[src/rtl/fwd_hazard_unit_pkg.sv]
// Shared types and constants for the forwarding / load-use hazard unit.
// Holds the operand-select codes, the register-address width and the pipeline slot record.
package fwd_hazard_unit_pkg;

    localparam int REG_W = 4;

    localparam logic [1:0] FWD_RF  = 2'd0;
    localparam logic [1:0] FWD_MEM = 2'd1;
    localparam logic [1:0] FWD_WB  = 2'd2;

    typedef struct packed {
        logic             valid;
        logic [REG_W-1:0] rs1;
        logic [REG_W-1:0] rs2;
        logic [REG_W-1:0] rd;
        logic             wr_en;
        logic             is_load;
    } stage_t;

    localparam stage_t BUBBLE = '0;

endpackage

[src/rtl/fwd_sel_logic.sv]
// Priority compare for one EX operand: the MEM/EX result beats the MEM/WB result, and r0 never forwards.
// A load still in MEM has no data yet, so it is skipped in favour of WB.
module fwd_sel_logic
    import fwd_hazard_unit_pkg::*;
(
    input  logic             ex_valid_i,
    input  logic [REG_W-1:0] src_i,
    input  logic             mem_valid_i,
    input  logic             mem_wr_en_i,
    input  logic             mem_is_load_i,
    input  logic [REG_W-1:0] mem_rd_i,
    input  logic             wb_valid_i,
    input  logic             wb_wr_en_i,
    input  logic [REG_W-1:0] wb_rd_i,
    output logic [1:0]       sel_o
);

    logic mem_hit;
    logic wb_hit;

    always_comb begin
        mem_hit = mem_valid_i && mem_wr_en_i && !mem_is_load_i &&
                  (mem_rd_i != '0) && (mem_rd_i == src_i);
        wb_hit  = wb_valid_i && wb_wr_en_i && (wb_rd_i != '0) && (wb_rd_i == src_i);
        sel_o   = FWD_RF;
        if (ex_valid_i && (src_i != '0)) begin
            if (mem_hit) begin
                sel_o = FWD_MEM;
            end else if (wb_hit) begin
                sel_o = FWD_WB;
            end
        end
    end

endmodule

[src/rtl/fwd_hazard_unit.sv]
// EX/MEM/WB shadow pipeline that drives the EX operand forwarding muxes
// and detects load-use hazards, inserting one bubble per hazard.
module fwd_hazard_unit
    import fwd_hazard_unit_pkg::*;
(
    input  logic             clk,
    input  logic             rst,
    input  logic             id_valid,
    input  logic [REG_W-1:0] id_rs1,
    input  logic [REG_W-1:0] id_rs2,
    input  logic [REG_W-1:0] id_rd,
    input  logic             id_wr_en,
    input  logic             id_is_load,
    input  logic             flush,
    output logic [1:0]       fwd_sel_a,
    output logic [1:0]       fwd_sel_b,
    output logic             stall,
    output logic [15:0]      stall_count
);

    stage_t      ex_q, mem_q, wb_q;
    stage_t      ex_d;
    logic [15:0] stall_count_q, stall_count_d;

    logic [REG_W-1:0] src   [2];
    logic [1:0]       sel   [2];
    logic             unused_wb;

    // Only the WB slot's destination fields matter for forwarding.
    assign unused_wb = ^{wb_q.rs1, wb_q.rs2, wb_q.is_load};

    always_comb begin
        stall = id_valid && !flush && ex_q.valid && ex_q.is_load && ex_q.wr_en &&
                (ex_q.rd != '0) && ((id_rs1 == ex_q.rd) || (id_rs2 == ex_q.rd));
    end

    always_comb begin
        ex_d = BUBBLE;
        if (id_valid && !stall && !flush) begin
            ex_d.valid   = 1'b1;
            ex_d.rs1     = id_rs1;
            ex_d.rs2     = id_rs2;
            ex_d.rd      = id_rd;
            ex_d.wr_en   = id_wr_en;
            ex_d.is_load = id_is_load;
        end
    end

    always_comb begin
        stall_count_d = stall_count_q;
        if (stall && (stall_count_q != 16'hFFFF)) begin
            stall_count_d = stall_count_q + 16'd1;
        end
    end

    always_ff @(posedge clk or posedge rst) begin
        if (rst) begin
            ex_q          <= BUBBLE;
            mem_q         <= BUBBLE;
            wb_q          <= BUBBLE;
            stall_count_q <= '0;
        end else begin
            ex_q          <= ex_d;
            mem_q         <= ex_q;
            wb_q          <= mem_q;
            stall_count_q <= stall_count_d;
        end
    end

    assign src[0] = ex_q.rs1;
    assign src[1] = ex_q.rs2;

    generate
        for (genvar gi = 0; gi < 2; gi++) begin : g_operand
            fwd_sel_logic u_sel (
                .ex_valid_i    (ex_q.valid),
                .src_i         (src[gi]),
                .mem_valid_i   (mem_q.valid),
                .mem_wr_en_i   (mem_q.wr_en),
                .mem_is_load_i (mem_q.is_load),
                .mem_rd_i      (mem_q.rd),
                .wb_valid_i    (wb_q.valid),
                .wb_wr_en_i    (wb_q.wr_en),
                .wb_rd_i       (wb_q.rd),
                .sel_o         (sel[gi])
            );
        end
    endgenerate

    assign fwd_sel_a   = sel[0];
    assign fwd_sel_b   = sel[1];
    assign stall_count = stall_count_q;

endmodule
[config.mk]
export PLATFORM = sky130hd
export DESIGN_NAME = fwd_hazard_unit
export DESIGN_NICKNAME = d
export VERILOG_FILES = /design/src/rtl/fwd_hazard_unit_pkg.sv /design/src/rtl/fwd_sel_logic.sv /design/src/rtl/fwd_hazard_unit.sv
export SDC_FILE = /design/constraint.sdc
export NUM_CORES = 1
export LEC_CHECK = 0
export CORE_AREA = 10 10 78 80
export DETAILED_ROUTE_END_ITERATION = 10
export DIE_AREA = 0 0 88 90
export PLACE_DENSITY = 0.71
export SLEW_MARGIN = 20
export SYNTH_ARGS = -nofsm -noshare
export SYNTH_HDL_FRONTEND = slang
export SYNTH_SLANG_ARGS = --single-unit
[constraint.sdc]
create_clock -name clk -period 1.8 [get_ports clk]
set_input_delay 0.36 -clock clk [delete_from_list [all_inputs] [get_ports clk]]
set_output_delay 0.36 -clock clk [all_outputs]
set_load 0.01 [all_outputs]
==> impl_metrics.json <==
{
  "finalHoldViolations": 0,
  "drcViolationCount": 0,
  "drtPass1Iterations": 4,
  "fin_nets": 254,
  "crit_type": "reg -> out",
  "tritoncts": "yes",
  "place_hpwl_mm": 3.561,
  "diodes": 0,
  "grt_pass1_wl_mm": 8.204,
  "tightest_slew_ns": 0.5083,
  "clkSinkCount": 44,
  "die_w_um": 88,
  "vias_per_cell": 5.297,
  "grt_pass1_vias": 1714,
  "fin_tns_setup_ns": -4.184,
  "antenna_found_initial": 0,
  "die_area_um2": 7920,
  "clk_latency_ns": 0.30,
  "nFillCells": 335,
  "finClkSkew_ns": 0.006260,
  "cap_violations": 0,
  "die_h_um": 90,
  "crit_path_end_kind": "output pin",
  "total_power_mw": 1.990,
  "cp.arrival_ns": 1.70,
  "yosys_warnings": 0,
  "synth.avg_cell_area_um2": 12.42,
  "cts_buffers": 5,
  "cts_buffer_depth": 2,
  "grt_util_all_layers_pct": 13.04,
  "synth_top_cell_area_share_pct": 56.09,
  "finalCriticalPeriod_ns": 2.062,
  "yosysTopAreaCell": "dfrtp_1",
  "detailroute.via_count": 1536,
  "drv_slew": 0,
  "setup-violations-final": 35,
  "clk_pin_slew_worst_paths_ns": 0.08,
  "start_util_pct": 42.69,
  "layout_setup_ws_ns": -0.2625,
  "dp_cells": 272,
  "htreeDepth": 2,
  "gp_congestion": 0.8193,
  "pre_cts_slack_ns": -0.8422,
  "irDropWorstVdd_uv": 464.5,
  "yosysUniqueCellTypes": 28,
  "area_delta_synth_final_pct": 61.12,
  "outcome": "finished with violations",
  "crit_fanout": 3,
  "layout_common_cells": "41 x dfrtp_1, 27 x clkdlybuf4s50_1, 21 x xnor2_1",
  "hold_path.class": "reg -> reg",
  "min_period_over_period_pct": 114.6,
  "seqCellArea_um2": 1105,
  "overflow": 0,
  "drive_gt1_share_pct": 42.37,
  "layout_commonest_cell": "dfrtp_1",
  "multi_input_area_um2": 1177,
  "stdcell_count": 290,
  "failed_checks": "setup timing",
  "io_pins": 39,
  "synth_edf_count": 0,
  "syn-num-nets": 177,
  "ant_nets": 0,
  "r2r_start": "ex_q[4]$_DFF_PP0_",
  "drt_iter0_drc": 52,
  "portBuffers": 38,
  "worst_hold_startpoint": "mem_q[1]$_DFF_PP0_",
  "synth_area_leaders": "dfrtp_1 56%, xnor2_1 14%, and2_2 5.4%, xor2_1 3.1%, nand3_1 2.5%",
  "synthArstFlopShare_pct": 100.0,
  "rows": 25,
  "utilization_pct": 68.79,
  "ys_ff_latch": 44,
  "max_freq_ghz": 0.4849,
  "syn_inst": 158,
  "wl_mm": 5.291,
  "grt_max_degree": 45,
  "ys.flop_type": "dfrtp_1",
  "cp-start-kind": "flip-flop",
  "synth.yosys.seq_area_share_pct": 56.09,
  "cts_root_buffer": "clkbuf_8",
  "slew_headroom_pct": 65.80,
  "wl_per_cell_um": 18.24,
  "cp.required_ns": 1.44,
  "netlist_area_um2": 1963,
  "grt_setup_unrepaired": "true",
  "leakage_nw": 1.376,
  "coreArea_um2": 4598,
  "pwr_density_cell_nw_per_um2": 629.0,
  "startpoint": "mem_q[2]$_DFF_PP0_"
}
==> report_power, final <==
part | total [mW] | leakage [nW] | switching [mW] | internal, mW
clock | 0.746 | 0.0552 | 0.334 | 0.412
combinational | 0.207 | 0.728 | 0.0841 | 0.123
sequential | 1.04 | 0.594 | 0.0240 | 1.01
==> flip-flops by register name (all words and copies together), names as in the netlist <==
name and flops:
ex_q 15, mem_q 7, stall_count 16, wb_q 6
==> layout make-up <==
class                      instances  share of cell area (%)
timing repair buffer              72                   22.07
clock buffer                       6                   2.294
clock inverter                     2                   1.108
multi-input combinational        110                   37.22
sequential                        44                   34.93
inverter                           2                  0.2373
tap                               54                   2.136
==> cell families after synthesis <==
logic type | after synthesis | synth area share [%]
AOI/OAI and AO/OA | 11 | 5.864
and+or+nand+nor | 58 | 18.29
adders and majority gates | 1 | 0.6372
DFF | 44 | 56.09
xor gates and xnor gates | 39 | 17.40
muxes | 1 | 0.5736
buffers and inverters | 4 | 1.147
==> path summary, 6_finish.rpt <==
kind	end	slack (ns)	cells after the start
max	fwd_sel_b[1]	-0.26	6
min	wb_q[1]$_DFF_PP0_	0.38	0
max reg2reg	stall_count[11]$_DFFE_PP0P_	-0.21	8
min reg2reg	wb_q[1]$_DFF_PP0_	0.38	0
max in group asynchronous	stall_count[10]$_DFFE_PP0P_	1.15	3
min in group asynchronous	ex_q[3]$_DFF_PP0_	0.43	3
==> worst max-delay path, stage by stage (launching register included) <==
cell	delay, ns
dfrtp_1	0.40
buf_6	0.13
xor2_1	0.17
nor4_2	0.29
nand2_1	0.11
nor4b_1	0.15
buf_2	0.16
==> metrics by stage <==
stage / area, um^2 / hold WS, ns
2_1_floorplan: 1971 / 0.3535
3_3_place_gp: 2596 / 0.3612
3_5_place_dp: 2596 / 0.3608
4_1_cts: 2909 / 0.3790
5_1_grt: 3163 / 0.3885
6_report: 3163 / 0.3812
==> cell usage after synthesis, types with 2 or more instances <==
library cell	instances
dfrtp_1	44
and2_1	2
xor2_1	7
o41ai_1	2
and2_2	14
nand4_1	8
inv_1	2
nand2_1	6
and3_1	2
nor2_1	2
nor3_1	3
xnor2_1	32
o2111ai_1	5
nor4_1	6
nand3_1	10
==> what timing repair did <==
action                     4_1_cts  5_1_grt
gates cloned                     1        0
resized for setup               75       38
pin swaps                       20       29
setup endpoints to repair       33       35
hold buffers                     0        0
buffers inserted                 7        3
==> metal layers <==
metal	share of wire, %	wire, um	vias up	GRT usage [%]
met4	1.6	85	0	5.053
met2	58	3043	33	23.79
met5	0	0	-	0
met1	36	1888	781	12.71
met3	5.2	273	8	4.693
li1	-	-	714	-
Note: power is estimated with default switching activity, not from simulation.
